[src/rtl/shift_seq_ctrl.sv]
// Start/busy/done sequencer for a WIDTH-stage serial shift chain: MSB-first transmit or receive.
// Define SHIFT_SEQ_CTRL_PARITY_EN to append an even-parity bit (PAR state) to every transaction.
module shift_seq_ctrl #(
  parameter int WIDTH = 4,
  parameter int CNT_W = 3
) (
  input  logic             clk,
  input  logic             rst,
  input  logic             start,
  input  logic             mode,
  input  logic             abort,
  input  logic [WIDTH-1:0] din_par,
  input  logic             sin,
  output logic             sout,
  output logic             sout_valid,
  output logic [WIDTH-1:0] dout_par,
  output logic             dout_valid,
  output logic             busy,
  output logic             done,
  output logic             par_err
);

`ifdef SHIFT_SEQ_CTRL_PARITY_EN
  typedef enum logic [1:0] {IDLE, SHIFT, PAR, DONE} state_t;
`else
  typedef enum logic [1:0] {IDLE, SHIFT, DONE} state_t;
`endif

  localparam logic [CNT_W-1:0] LAST = CNT_W'(WIDTH - 1);

  state_t           state;
  logic [WIDTH-1:0] shreg;
  logic [WIDTH-1:0] shnext;
  logic [CNT_W-1:0] cnt;
  logic             mode_r;

  // One chain serves both directions: transmit shifts in zeros, receive shifts in sin.
  always_comb begin
    shnext = {shreg[WIDTH-2:0], (mode_r ? 1'b0 : sin)};
  end

`ifdef SHIFT_SEQ_CTRL_PARITY_EN
  logic par_tx;
  logic par_err_r;
  assign par_err = par_err_r;
`else
  assign par_err = 1'b0;
`endif

  // Outputs are registered: each transition loads the values the next state decodes to.
  always_ff @(posedge clk) begin
    if (rst) begin
      state      <= IDLE;
      shreg      <= '0;
      cnt        <= '0;
      mode_r     <= 1'b0;
      dout_par   <= '0;
      sout       <= 1'b0;
      sout_valid <= 1'b0;
      dout_valid <= 1'b0;
      busy       <= 1'b0;
      done       <= 1'b0;
`ifdef SHIFT_SEQ_CTRL_PARITY_EN
      par_tx     <= 1'b0;
      par_err_r  <= 1'b0;
`endif
    end else begin
      done       <= 1'b0;
      dout_valid <= 1'b0;
      sout       <= 1'b0;
      sout_valid <= 1'b0;
      case (state)
        IDLE: begin
          if (start) begin
            state      <= SHIFT;
            mode_r     <= mode;
            cnt        <= '0;
            shreg      <= mode ? din_par : '0;
            busy       <= 1'b1;
            sout       <= mode & din_par[WIDTH-1];
            sout_valid <= mode;
`ifdef SHIFT_SEQ_CTRL_PARITY_EN
            par_tx     <= ^din_par;
`endif
          end
        end
        SHIFT: begin
          if (abort) begin
            state <= IDLE;
            busy  <= 1'b0;
          end else begin
            shreg <= shnext;
            cnt   <= cnt + 1'b1;
            if (cnt == LAST) begin
`ifdef SHIFT_SEQ_CTRL_PARITY_EN
              state      <= PAR;
              sout       <= mode_r & par_tx;
              sout_valid <= mode_r;
`else
              state <= DONE;
              done  <= 1'b1;
              if (!mode_r) begin
                dout_par   <= shnext;
                dout_valid <= 1'b1;
              end
`endif
            end else begin
              sout       <= mode_r & shnext[WIDTH-1];
              sout_valid <= mode_r;
            end
          end
        end
`ifdef SHIFT_SEQ_CTRL_PARITY_EN
        PAR: begin
          if (abort) begin
            state <= IDLE;
            busy  <= 1'b0;
          end else begin
            state <= DONE;
            done  <= 1'b1;
            if (!mode_r) begin
              dout_par   <= shreg;
              dout_valid <= 1'b1;
              par_err_r  <= (^shreg) ^ sin;
            end
          end
        end
`endif
        DONE: begin
          state <= IDLE;
          busy  <= 1'b0;
        end
        default: begin
          state <= IDLE;
          busy  <= 1'b0;
        end
      endcase
    end
  end

endmodule
[config.mk]
export PLATFORM = sky130hd
export DESIGN_NAME = shift_seq_ctrl
export DESIGN_NICKNAME = d
export VERILOG_FILES = /design/src/rtl/shift_seq_ctrl.sv
export SDC_FILE = /design/constraint.sdc
export NUM_CORES = 1
export LEC_CHECK = 0
export CAP_MARGIN = 0
export CORE_MARGIN = 2
export CORE_UTILIZATION = 30
export CTS_CLUSTER_SIZE = 10
export DETAILED_ROUTE_END_ITERATION = 12
export SLEW_MARGIN = 20
export SYNTH_ARGS = -nofsm -noshare
export SYNTH_HDL_FRONTEND = slang
export SYNTH_SLANG_ARGS = --single-unit
[constraint.sdc]
create_clock -name clk -period 4.5 [get_ports clk]
set_clock_uncertainty 0.05 [all_clocks]
set_input_delay 0.9 -clock clk [delete_from_list [all_inputs] [get_ports clk]]
set_output_delay 0.9 -clock clk [all_outputs]
set_load 0.005 [all_outputs]
# After elaboration in Yosys (flattened, before gate mapping)
# Index checks and enable logic that the tools add are counted.
[totals]
register_bits = 18
out_inout_bits = 10
elab_cells = 57
input_bits = 10
[classes]
reduce_logical = 9
mux = 25
n_bitwise = 6
eq_ne = 6
n_addsub = 1
[op_table]
columns = ["op", "count"]
rows = [
  ["$mux W3", 5],
  ["$pmux W3 S2", 2],
  ["$mux W1", 11],
  ["$mux W2", 3],
  ["$ne A2 B2 Y1 const B", 3],
  ["$pmux W1 S2", 3],
  ["$reduce_and A2 Y1", 3],
  ["$not A1 Y1", 4],
  ["$pmux W2 S2", 1],
  ["$reduce_and A4 Y1", 1],
  ["$reduce_or A4 Y1", 1],
  ["$add A3 B1 Y3 const B", 1],
  ["$eq A3 B2 Y1 const B", 1],
  ["$ne A3 B3 Y1 const B", 1],
  ["$reduce_and A3 Y1", 1],
  ["$reduce_or A3 Y1", 1],
  ["$and A1 B1 Y1", 2],
  ["$eq A2 B1 Y1 const B", 1],
  ["$logic_not A2 Y1", 1],
  ["$reduce_bool A2 Y1", 1],
]

# Logic depth before layout (Yosys ltp)
[depth]
ltp_word = 4
ltp_mapped = 5
depth_no_buf = 5

# Least setup slack after synthesis
# Ideal clock, no wire load.
[synth_path]
path_type = "input-to-reg"
from = "in abort"
to = "reg dout_par[2]"
required_ns = 4.329
setup_ns = 0.121
path_stages = 3
slack_ns = 2.672
arrival_ns = 1.657
path_buffers = 0
path_cell_list = "nand4bb_4 or2_4 mux2_4"
[synth_via]
elab_chain_len = 2
[synth_lines]
columns = ["element", "line", "text"]
rows = [
  ["from (decl)", "11", "input logic abort,"],
  ["$not A1 Y1 (no line)", "n/a", ""],
  ["$reduce_and A4 Y1 (no line)", "n/a", ""],
  ["to (signal assigned)", "103", "dout_par <= shnext;"],
  ["to (decl)", "16", "output logic [WIDTH-1:0] dout_par,"],
]
# Every way passes these cells.
# A chain may end at the register's enable or synchronous reset.

==> impl_metrics.prom <==
# TYPE chip_impl_metric gauge
chip_impl_metric{name="layout_min_cycle_time",unit="ns"} 2.30
chip_impl_info{name="crit-reg2reg-capture",value="dout_par[2]$_SDFFE_PP0P_"} 1
chip_impl_metric{name="p_clk_share",unit="%"} 32.5
chip_impl_metric{name="synth.top_cell.area_share",unit="%"} 40.1
chip_impl_metric{name="finalNetCount",unit=""} 120
chip_impl_metric{name="synth_sequential_area_ratio",unit="%"} 40.1
chip_impl_metric{name="post_synth.cell_area_avg",unit="sq um"} 10.0
chip_impl_metric{name="grt_start_max_net_pins",unit=""} 23
chip_impl_metric{name="cts_buffers",unit=""} 3
chip_impl_info{name="status",value="finished with violations"} 1
chip_impl_metric{name="final_hold_violations",unit=""} 0
chip_impl_metric{name="max_slew_margin",unit="%"} 60.2
chip_impl_info{name="series_of_cell_instances_along_the_critical_path",value="clkdlybuf4s50_1 -> or2_2 -> a21o_1 -> o211ai_1"} 1
chip_impl_metric{name="seq_area",unit="sq um"} 360
chip_impl_info{name="synth_area_leader_cell",value="sky130_fd_sc_hd__dfxtp_1"} 1
chip_impl_info{name="setup.worst_path.class",value="primary input to flip-flop"} 1
chip_impl_info{name="launching_element_type_of_the_critical_path",value="primary input"} 1
chip_impl_info{name="tritoncts",value="done"} 1
chip_impl_metric{name="maxSlewViolCount",unit=""} 0
chip_impl_metric{name="globalRoute.totalOverflow",unit=""} 0
chip_impl_metric{name="core_area",unit="sq um"} 2810
chip_impl_metric{name="synth_xor_xnor_area_share",unit="%"} 0
chip_impl_metric{name="reg2regPathDepth",unit=""} 5
chip_impl_metric{name="die_h",unit="um"} 58.8
chip_impl_metric{name="path_clk_slew",unit="ns"} 0.10
chip_impl_metric{name="final.setup.tns",unit="ns"} 0
chip_impl_metric{name="place_congestion",unit=""} 0.790
chip_impl_metric{name="htree_levels",unit=""} 1
chip_impl_metric{name="final.hold.worst_slack",unit="ns"} 0.438
chip_impl_metric{name="synth.ff_latch_count",unit=""} 18
chip_impl_metric{name="setup_fix_bufs_post_cts",unit=""} 0
chip_impl_metric{name="synth_mux_area_share",unit="%"} 8.90
chip_impl_metric{name="floorplan.rows",unit=""} 19
chip_impl_metric{name="synthDistinctLibCells",unit=""} 30
chip_impl_info{name="crit_start",value="rst"} 1
chip_impl_metric{name="first_global_vias",unit=""} 626
chip_impl_metric{name="grt_first_pass_wirelength",unit="um"} 3060
chip_impl_metric{name="gr-usage-all-layers",unit="%"} 11.7
chip_impl_metric{name="routedWlPerCell",unit="um"} 13.5
chip_impl_metric{name="cts-root-to-sink-buffers",unit=""} 2
chip_impl_metric{name="cts.sinks",unit=""} 18
chip_impl_metric{name="portbufs",unit=""} 18
chip_impl_metric{name="post_layout_worst_setup_margin",unit="ns"} 2.20
chip_impl_metric{name="initial_core_util",unit="%"} 32.1
chip_impl_metric{name="synth.cell_area",unit="sq um"} 900
chip_impl_info{name="failing_checks",value="design-rule violations"} 1
chip_impl_metric{name="timing.reg2reg.setup_slack",unit="ns"} 2.87
chip_impl_info{name="synth_top_family_by_area",value="simple AND/OR/NAND/NOR gates"} 1
chip_impl_metric{name="post-route-period-util",unit="%"} 51.2
chip_impl_metric{name="die-area",unit="sq um"} 3450
chip_impl_metric{name="grt_antenna_before_repair",unit=""} 0
chip_impl_metric{name="max_slew.worst_pin.slew",unit="ns"} 0.595
chip_impl_metric{name="route.detailed.drc",unit=""} 2
chip_impl_info{name="setup_repair_after_global_routing_missed_its_margin",value="no"} 1
chip_impl_metric{name="drt_pass1_iterations",unit=""} 8
chip_impl_metric{name="synthesis.instances",unit=""} 90
chip_impl_metric{name="vias",unit=""} 716
chip_impl_metric{name="area_fraction_in_compound_gates_after_synthesis",unit="%"} 11.7
chip_impl_info{name="critPathTopFamily",value="buffers and inverters"} 1
chip_impl_metric{name="comb_power_share",unit="%"} 11.7
chip_impl_metric{name="crit_cells",unit=""} 4
chip_impl_metric{name="placed_cells",unit=""} 134
chip_impl_metric{name="clock.fmax",unit="GHz"} 0.434
chip_impl_info{name="clock-root-buffer",value="sky130_fd_sc_hd__clkbuf_4"} 1
chip_impl_metric{name="antenna_cells_inserted",unit=""} 0
chip_impl_metric{name="dieWidth",unit="um"} 58.8
chip_impl_info{name="worst_hold_path_type",value="flip-flop to flip-flop"} 1
chip_impl_metric{name="sw_frac_of_total",unit="%"} 23.1
chip_impl_metric{name="nets_in_the_synthesized_netlist",unit=""} 102
chip_impl_info{name="cp_slowest_cell",value="sky130_fd_sc_hd__clkdlybuf4s50_1"} 1
chip_impl_metric{name="ys_warn_count",unit=""} 0
chip_impl_metric{name="net-switching-power",unit="W"} 0.0000703
chip_impl_metric{name="critPathMaxFanout",unit=""} 22
chip_impl_metric{name="timing.critical_path.required",unit="ns"} 4.67
chip_impl_metric{name="route.detailed.vias_per_inst",unit=""} 5.19
chip_impl_metric{name="pwr-share-seq",unit="%"} 55.7
chip_impl_metric{name="cell_internal_pwr",unit="W"} 0.000234
chip_impl_metric{name="dpl.hpwl",unit="um"} 1380
chip_impl_metric{name="cts_resized",unit=""} 0
chip_impl_metric{name="ir_worst_vdd",unit="mV"} 0.156
chip_impl_metric{name="synth_area_in_simple_gates",unit="%"} 32.7
chip_impl_metric{name="placement.setup.worst_slack",unit="ns"} 1.90
chip_impl_metric{name="fin_util",unit="%"} 40.2
chip_impl_info{name="synth.top_cells.by_area",value="sky130_fd_sc_hd__dfxtp_1 40%, sky130_fd_sc_hd__nand2b_1 7.0%, sky130_fd_sc_hd__mux2i_1 5.6%"} 1
chip_impl_metric{name="p_leak",unit="nW"} 0.418
chip_impl_info{name="r2r_start",value="cnt[0]$_SDFFE_PP0P_"} 1
chip_impl_metric{name="setup_viol",unit=""} 0
chip_impl_metric{name="pin_count",unit=""} 20
chip_impl_metric{name="drtIter0Drc",unit=""} 33
chip_impl_metric{name="timing.max_cap.violations",unit=""} 0
chip_impl_metric{name="route.final.wire_length",unit="um"} 1860
chip_impl_info{name="timing.critical_path.to",value="shreg[0]$_SDFFE_PP0P_"} 1
chip_impl_metric{name="critPathArrivalTime",unit="ns"} 2.47
chip_impl_metric{name="yosys.area_share.adder",unit="%"} 2.78
chip_impl_metric{name="antenna_left",unit=""} 0
chip_impl_metric{name="nFillCells",unit=""} 284
chip_impl_metric{name="max_stage_delay",unit="ns"} 0.72
chip_impl_metric{name="layout.cells.non_filler",unit=""} 138
chip_impl_metric{name="post_route_cells_drive_above_1_share",unit="%"} 11.2
chip_impl_metric{name="clk-insertion-delay-late",unit="ns"} 0.29
chip_impl_metric{name="layout-area-overhead-vs-synth",unit="%"} 25.3
chip_impl_metric{name="worst_path_buf_inv",unit=""} 1
chip_impl_info{name="cp-end-kind",value="flip-flop"} 1
chip_impl_metric{name="multi_input_gate_area_in_the_final_layout",unit="sq um"} 508
chip_impl_metric{name="power_per_cell_area",unit="nW/um^2"} 270
chip_impl_metric{name="cts-hold-fix-buffers",unit=""} 0
## synth_stat cells
cell type                   count
sky130_fd_sc_hd__mux2_4         2
sky130_fd_sc_hd__nand3b_1       5
sky130_fd_sc_hd__o211ai_1       1
sky130_fd_sc_hd__o21bai_1       1
sky130_fd_sc_hd__buf_4          2
sky130_fd_sc_hd__nand2b_1      10
sky130_fd_sc_hd__nand2b_2       1
sky130_fd_sc_hd__o21a_1         1
sky130_fd_sc_hd__nand4bb_4      1
sky130_fd_sc_hd__buf_2          1
sky130_fd_sc_hd__nor2b_1        5
sky130_fd_sc_hd__mux2i_1        5
sky130_fd_sc_hd__ha_1           2
sky130_fd_sc_hd__nor2_1         5
sky130_fd_sc_hd__a21oi_2        1
sky130_fd_sc_hd__a31oi_1        5
sky130_fd_sc_hd__o21ai_0        3
sky130_fd_sc_hd__nor4bb_1       1
sky130_fd_sc_hd__or3b_1         2
sky130_fd_sc_hd__nand4b_1       2
sky130_fd_sc_hd__or2_2          1
sky130_fd_sc_hd__dfxtp_1       18
sky130_fd_sc_hd__a21oi_1        4
sky130_fd_sc_hd__nor3b_2        1
sky130_fd_sc_hd__clkbuf_1       2
sky130_fd_sc_hd__and3b_1        4
sky130_fd_sc_hd__inv_1          1
sky130_fd_sc_hd__or2_4          1
sky130_fd_sc_hd__conb_1         1
sky130_fd_sc_hd__a21o_1         1
## layout by cell type, fill, tap and decap left out, drive strengths merged
cell type	count
o21a	1
mux2i	5
conb	1
mux2	2
nand3b	5
a21o	1
clkbuf	4
nor4bb	1
inv	1
o211ai	1
o21bai	1
nor3b	1
ha	2
or2	2
a31oi	5
nor2b	5
nor2	5
o21ai	3
nand4b	2
a21oi	5
and3b	4
or3b	2
nand2b	11
nand4bb	1
clkdlybuf4s50	18
dfxtp	18
## flip-flops by register name (all words and copies together), names as in the netlist
signal / flops
mode_r: 1
sout_valid: 1
dout_valid: 1
shreg: 3
done: 1
cnt: 3
busy: 1
state: 2
sout: 1
dout_par: 4
## worst min-delay path by stage
stage	endpoint	cells past startpoint	slack [ns]	start
global placement	cnt[2]$_SDFFE_PP0P_	2	0.41	cnt[2]$_SDFFE_PP0P_
finish	cnt[2]$_SDFFE_PP0P_	2	0.44	cnt[2]$_SDFFE_PP0P_
detailed placement	cnt[2]$_SDFFE_PP0P_	2	0.41	cnt[2]$_SDFFE_PP0P_
CTS	cnt[2]$_SDFFE_PP0P_	2	0.44	cnt[2]$_SDFFE_PP0P_
global route	dout_par[1]$_SDFFE_PP0P_	2	0.46	dout_par[1]$_SDFFE_PP0P_
floorplan	cnt[2]$_SDFFE_PP0P_	2	0.40	cnt[2]$_SDFFE_PP0P_
## stage by stage
step / total power, W / cell area (sq um)
2_1_floorplan: 0.000193 / 900
3_3_place_gp: 0.000208 / 1090
3_5_place_dp: 0.000208 / 1090
4_1_cts: 0.000308 / 1130
5_1_grt: 0.000320 / 1130
6_report: 0.000304 / 1130
## area by class of cell
cell class | instances | share of cell area [%]
multi-input cells | 66 | 45.1
clock buffers | 4 | 3.22
repair buffers | 18 | 16.0
inverters | 1 | 0.333
well taps | 31 | 3.44
flip-flops and latches | 18 | 32.0
## logic make-up (layout without fill, tap and decap cells)
group,Yosys count,in the layout
buffers and inverters,6,23
DFF,18,18
adders and majority gates,2,2
and+or+nand+nor,39,39
AOI/OAI and AO/OA,17,17
other,1,1
muxes,7,7
## power by group through the flow
stage	logic, W	clock network (W)	registers [W]
CTS	0.0000358	0.000103	0.000169
floorplan	0.0000221	0	0.000171
global placement	0.0000348	0	0.000173
global route	0.0000389	0.000111	0.000170
detailed placement	0.0000354	0	0.000173
finish	0.0000357	0.0000988	0.000169
## tightest hold or removal path: cells and delay by family, from the launching register on
kind | cells | cell delay, ns
flip-flops | 1 | 0.33
multiplexers | 1 | 0.06
AND/OR/NAND/NOR | 1 | 0.07
## layer usage
metal / vias to the layer above / GRT usage, % / part of all wire, %
li1: 349 / - / -
met1: 339 / 16.7 / 47
met2: 26 / 16.2 / 44
met3: 2 / 5.05 / 7.8
met4: 0 / 2.92 / 0.92
met5: - / 0 / 0
No activity file was read; power rests on OpenSTA's default activity.
